File: config.mk
export PLATFORM = sky130hd
export DESIGN_NAME = sipo_frame_receiver_flat
export DESIGN_NICKNAME = d
export VERILOG_FILES = /design/src/rtl/sipo_frame_receiver_if.sv /design/src/rtl/sipo_frame_receiver.sv /design/src/flat_wrapper.sv
export SDC_FILE = /design/constraint.sdc
export NUM_CORES = 1
export LEC_CHECK = 0
export BUFFER_PORTS_ARGS = -buffer_cell sky130_fd_sc_hd__buf_2
export CAP_MARGIN = 0
export CORE_ASPECT_RATIO = 0.7
export CORE_MARGIN = 1.5
export CORE_UTILIZATION = 32
export CTS_CLUSTER_DIAMETER = 80
export DETAILED_ROUTE_END_ITERATION = 7
export PLACE_DENSITY = 0.49
export SKIP_LAST_GASP = 1
export SLEW_MARGIN = 20
export SYNTH_ARGS = -nofsm -noshare
export SYNTH_HDL_FRONTEND = slang
export SYNTH_SLANG_ARGS = --single-unit
export TNS_END_PERCENT = 20
File: constraint.sdc
create_clock -name clk -period 2.05 [get_ports clk]
set_input_delay 0.41 -clock clk [delete_from_list [all_inputs] [get_ports clk]]
set_output_delay 0.41 -clock clk [all_outputs]
set_load 0.01 [all_outputs]
File: src/rtl/sipo_frame_receiver_if.sv
// sipo_frame_receiver_if
//   Bundles the serial input, the output handshake and the status signals of
//   sipo_frame_receiver.
//   master : the side that supplies serial data and consumes words (bench/system)
//   slave  : the receiver itself
// Signals:
//   serial_in, bit_valid, start : serial bit, its qualifier, frame start strobe
//   parallel_out, out_valid     : assembled word and its valid flag
//   out_ready                   : consumer accepts parallel_out
//   busy, overrun, bit_count    : status (frame in progress, sticky error, bits captured)
interface sipo_frame_receiver_if #(
  parameter int WIDTH = 8
);
  localparam int CNT_W = $clog2(WIDTH + 1);

  logic             serial_in;
  logic             bit_valid;
  logic             start;
  logic [WIDTH-1:0] parallel_out;
  logic             out_valid;
  logic             out_ready;
  logic             busy;
  logic             overrun;
  logic [CNT_W-1:0] bit_count;

  modport master (
    output serial_in, bit_valid, start, out_ready,
    input  parallel_out, out_valid, busy, overrun, bit_count
  );

  modport slave (
    input  serial_in, bit_valid, start, out_ready,
    output parallel_out, out_valid, busy, overrun, bit_count
  );
endinterface

File: src/rtl/sipo_frame_receiver.sv
// sipo_frame_receiver
//   Serial-in / parallel-out frame receiver. A start strobe opens a frame,
//   WIDTH qualified bits are shifted in, and the completed word is presented
//   on a valid/ready output register. If the output register is still
//   occupied when a word completes, the word waits in HOLD until it drains.
// Ports:
//   clk   : clock, all state on posedge
//   reset : synchronous, active-high
//   bus   : sipo_frame_receiver_if.slave (data, handshake and status)
//
// state | meaning
// IDLE  | waiting for start; serial input ignored
// SHIFT | capturing bits of the current frame
// HOLD  | complete word waiting for the output register to free up
module sipo_frame_receiver #(
  parameter int WIDTH     = 8,
  parameter bit LSB_FIRST = 1'b1
) (
  input  logic                  clk,
  input  logic                  reset,
  sipo_frame_receiver_if.slave  bus
);
  localparam int CNT_W = $clog2(WIDTH + 1);

  typedef enum logic [1:0] {IDLE, SHIFT, HOLD} state_t;

  state_t           state;
  logic [WIDTH-1:0] shift_reg;
  logic [WIDTH-1:0] next_word;
  logic             can_load;
  logic             last_bit;

  // LSB-first fills from the top so the first bit ends up in bit 0 after
  // WIDTH shifts; MSB-first fills from the bottom.
  always_comb begin
    next_word = '0;
    if (LSB_FIRST) next_word = {bus.serial_in, shift_reg[WIDTH-1:1]};
    else           next_word = {shift_reg[WIDTH-2:0], bus.serial_in};
  end

  assign can_load = !bus.out_valid || bus.out_ready;
  assign last_bit = (bus.bit_count == CNT_W'(WIDTH - 1));

  always_ff @(posedge clk) begin
    if (reset) begin
      state            <= IDLE;
      shift_reg        <= '0;
      bus.parallel_out <= '0;
      bus.out_valid    <= 1'b0;
      bus.busy         <= 1'b0;
      bus.overrun      <= 1'b0;
      bus.bit_count    <= '0;
    end else begin
      // Handshake drains the output; a load below in the same cycle wins.
      if (bus.out_valid && bus.out_ready) bus.out_valid <= 1'b0;

      case (state)
        IDLE: begin
          if (bus.start) begin
            state         <= SHIFT;
            bus.busy      <= 1'b1;
            bus.bit_count <= '0;
            shift_reg     <= '0;
          end
        end

        SHIFT: begin
          if (bus.start) begin
            bus.bit_count <= '0;
            shift_reg     <= '0;
          end else if (bus.bit_valid) begin
            if (last_bit) begin
              bus.bit_count <= '0;
              if (can_load) begin
                bus.parallel_out <= next_word;
                bus.out_valid    <= 1'b1;
                bus.busy         <= 1'b0;
                shift_reg        <= '0;
                state            <= IDLE;
              end else begin
                // shift_reg doubles as the hold register while in HOLD
                shift_reg <= next_word;
                state     <= HOLD;
              end
            end else begin
              shift_reg     <= next_word;
              bus.bit_count <= bus.bit_count + CNT_W'(1);
            end
          end
        end

        HOLD: begin
          if (bus.start || bus.bit_valid) bus.overrun <= 1'b1;
          if (can_load) begin
            bus.parallel_out <= shift_reg;
            bus.out_valid    <= 1'b1;
            bus.busy         <= 1'b0;
            shift_reg        <= '0;
            state            <= IDLE;
          end
        end

        default: begin
          state    <= IDLE;
          bus.busy <= 1'b0;
        end
      endcase
    end
  end
endmodule

File: src/flat_wrapper.sv
// flat-port wrapper written by rule: the top's interface ports become plain ports
module sipo_frame_receiver_flat 
#(
  parameter int WIDTH     = 8,
  parameter bit LSB_FIRST = 1'b1
)
  (clk, reset, bus_serial_in, bus_bit_valid, bus_start, bus_out_ready, bus_parallel_out, bus_out_valid, bus_busy, bus_overrun, bus_bit_count);
  sipo_frame_receiver_if #(.WIDTH(WIDTH)) bus_i ();
  input  logic clk;
  input  logic reset;
  input wire logic [$bits(bus_i.serial_in)-1:0] bus_serial_in;
  input wire logic [$bits(bus_i.bit_valid)-1:0] bus_bit_valid;
  input wire logic [$bits(bus_i.start)-1:0] bus_start;
  input wire logic [$bits(bus_i.out_ready)-1:0] bus_out_ready;
  output wire logic [$bits(bus_i.parallel_out)-1:0] bus_parallel_out;
  output wire logic [$bits(bus_i.out_valid)-1:0] bus_out_valid;
  output wire logic [$bits(bus_i.busy)-1:0] bus_busy;
  output wire logic [$bits(bus_i.overrun)-1:0] bus_overrun;
  output wire logic [$bits(bus_i.bit_count)-1:0] bus_bit_count;
  assign bus_i.serial_in = bus_serial_in;
  assign bus_i.bit_valid = bus_bit_valid;
  assign bus_i.start = bus_start;
  assign bus_i.out_ready = bus_out_ready;
  assign bus_parallel_out = bus_i.parallel_out;
  assign bus_out_valid = bus_i.out_valid;
  assign bus_busy = bus_i.busy;
  assign bus_overrun = bus_i.overrun;
  assign bus_bit_count = bus_i.bit_count;
  sipo_frame_receiver #(.WIDTH(WIDTH), .LSB_FIRST(LSB_FIRST)) u_core (.clk(clk), .reset(reset), .bus(bus_i));
endmodule
==> run_results.csv <==
group,metric,value,unit
cts,cts_tree,"done",
power_and_ir_drop,swShare,0.298,
global_route,grt_util_met2,0.179,
route,vias_per_cell,5.09,
cts,cts-root-buf,"clkbuf_8",
floorplanning,start_util,0.331,
global_route,use_met3,0.0393,
layout,fill_cells,402,
timing,fin_setup_tns,0,ns
timing,rsz0062_at_grt,"false",
route,wl,2980,µm
floorplanning,die_w,78.7,µm
layout,design_area,1470,µm²
layout,post_route_cells_drive_above_1_share,0.184,
timing,finalHoldViolCount,0,
cts,cts_sinks,25,
floorplanning,coreArea,3870,µm²
global_route,grt.total_usage,0.146,
critical_path,critPathLaunchType,"flip-flop",
synthesis,async_reset_ff_frac,0,
global_route,antenna_found_initial,0,
placement,numPortBuffers,20,
critical_path,worstPathArrival,1.96,ns
outcome,outcome,"finished, final reports clean",
layout,num_antenna_cells,0,
power_and_ir_drop,power_frac_seq,0.504,
route,drc,0,
placement,dpl_worst_slack,0.308,ns
synthesis,postSynthCellCount,144,
floorplanning,die_y,56.0,µm
synthesis,synth_seq_cells,25,
synthesis,synth-warning-count,0,
cts,cts_setup_buffers,0,
placement,dpl.hpwl,2110,µm
timing,fin_worst_skew,0.00140,ns
global_route,grt_pass1_vias,983,
global_route,use_met1,0.243,
global_route,grt_pass1_wl,5040,µm
timing,timing.final.crit_period,1.76,ns
synthesis,syn-num-nets,156,
cts,cts.repair.resized,0,
placement,place_area,1430,µm²
floorplanning,dieArea,4400,µm²
cts,clock_latency,0.26,ns
synthesis,synth.top_cell.area_share,0.390,
critical_path,cp_data_required_time,2.25,ns
cts,cts_hold_buf,0,
timing,clock.fmax,568,MHz
timing,worst_hold_slack,0.420,ns
timing,finalSetupViolCount,0,
layout,area_delta_synth_final,14.9,%
global_route,overflow,0,
synthesis,synth_cell_types,33,
power_and_ir_drop,p_int,718,µW
synthesis,netlist_area,1280,µm²
power_and_ir_drop,p_switching,304,µW
cts,cts.clk_slew.worst_paths,0.08,ns
layout,area.sequential,500,µm²
timing,post-route-period-util,0.859,
critical_path,worstSetupPathType,"flip-flop to flip-flop",
timing,worst_pin_slew,0.487,ns
placement,globalplace.congestion,0.765,
cts,cts-buffers-inserted,3,
route,wl_per_cell,13.9,µm
cts,cts.path.max_buffers,2,
power_and_ir_drop,vdd_drop_max,0.000248,V
min_path,min_path_type,"input port to flip-flop",
critical_path,endpoint_kind,"flip-flop",
route,ant_nets,0,
layout,final_nets,176,
synthesis,synth_seq_area_share,0.390,
timing,max_slew_margin,0.675,
power_and_ir_drop,p_comb_frac,0.214,
synthesis,synth_top_area_cell,"dfxtp_1",
floorplanning,pin_count,21,
layout,multiInputGateArea,726,µm²
power_and_ir_drop,clkPwrFrac,0.282,
route,vias,1095,
synthesis,synthTopCellsByArea,"dfxtp_1 39%, a21oi_1 9.0%, mux2i_1 7.8%",
synthesis,synth-edff-count,0,
route,drt_iter0_markers,78,
critical_path,cp_max_fo,7,
run,maxCapViolCount,0,
power_and_ir_drop,power.leakage,0.539,nW
floorplanning,rows,19,
synthesis,avgSynthCellArea,8.91,µm²
global_route,grt_max_degree,28,
synthesis,ys.flop_type,"dfxtp_1",
timing,fin_ws,0.289,ns
global_route,grt.busiest_layer,"met1",
route,drt-pass1-iter-count,4,
cts,h-tree-depth,1,
power_and_ir_drop,power_density,694,nW/µm²
timing,drv_slew,0,
## layer usage
metal / vias to the layer above / share of wire
li1: 580 / -
met1: 496 / 0.59
met2: 17 / 0.37
met3: 2 / 0.036
met4: 0 / 0.0054
met5: - / 0
## placed cells by master (no fill, tap or decap), types with 2 or more instances in the layout
cell	instances
dfxtp_1	25
a21oi_1	23
buf_2	20
o21ai_0	13
mux2i_1	10
nand4_1	9
a311oi_1	8
nand2b_1	7
ha_1	6
nor2b_1	5
inv_1	4
nand2_1	4
nor2_1	4
clkbuf_8	3
buf_4	3
nand3_1	2
## logic make-up (layout without fill, tap and decap cells)
logic type,Yosys count,after routing,synth area share
buffers and inverters,12,31,0.0439
AOI/OAI and AO/OA,51,51,0.240
muxes,10,10,0.0781
DFF,25,25,0.390
adders and majority gates,6,6,0.0585
and+or+nand+nor,40,40,0.189
## cell usage after synthesis (all sizes together), types with 2 or more instances
library cell and count:
dfxtp 25, a21oi 24, o21ai 14, mux2i 10, nand4 9, a311oi 8
nand2b 7, ha 6, clkbuf 5, nor2b 5, inv 4, nand2 4
nor2 4, buf 3, nand3 2
## power groups by stage
stage | logic [mW] | clock network (mW) | registers (mW)
floorplan | 0.160 | 0 | 0.529
global placement | 0.213 | 0 | 0.525
detailed placement | 0.216 | 0 | 0.526
CTS | 0.217 | 0.310 | 0.515
global route | 0.243 | 0.336 | 0.518
finish | 0.219 | 0.288 | 0.515
## cell type report
cell class                 instances  area share
sequential                        25       0.340
tap                               52      0.0441
multi-input combinational        107       0.492
inverter                           4      0.0102
timing repair buffer              23      0.0832
clock buffer                       4      0.0306
## path summary, 6_finish.rpt
path | startpoint | end | slack, ns | cells past startpoint
worst min-delay path | bus_serial_in | u_core.shift_reg[7] | 0.42 | 3
worst max register to register | u_core.state[0] | u_core.bus.bit_count[3] | 0.29 | 5
worst min register to register | u_core.bus.overrun | u_core.bus.overrun | 0.45 | 2
worst max-delay path | u_core.state[0] | u_core.bus.bit_count[3] | 0.29 | 5
## critical path: stages (launching register included)
cell,delay [ns]
dfxtp_1,0.39
inv_1,0.10
ha_1,0.30
nand4bb_1,0.26
or4_1,0.49
a21oi_1,0.15
## metrics by stage
step / cells / power, mW / util
detailed placement: 211 / 0.742 / 0.369
finish: 215 / 1.02 / 0.380
global placement: 211 / 0.738 / 0.369
global route: 215 / 1.10 / 0.380
CTS: 215 / 1.04 / 0.380
floorplan: 144 / 0.689 / -
No activity file was read; power rests on OpenSTA's default activity.
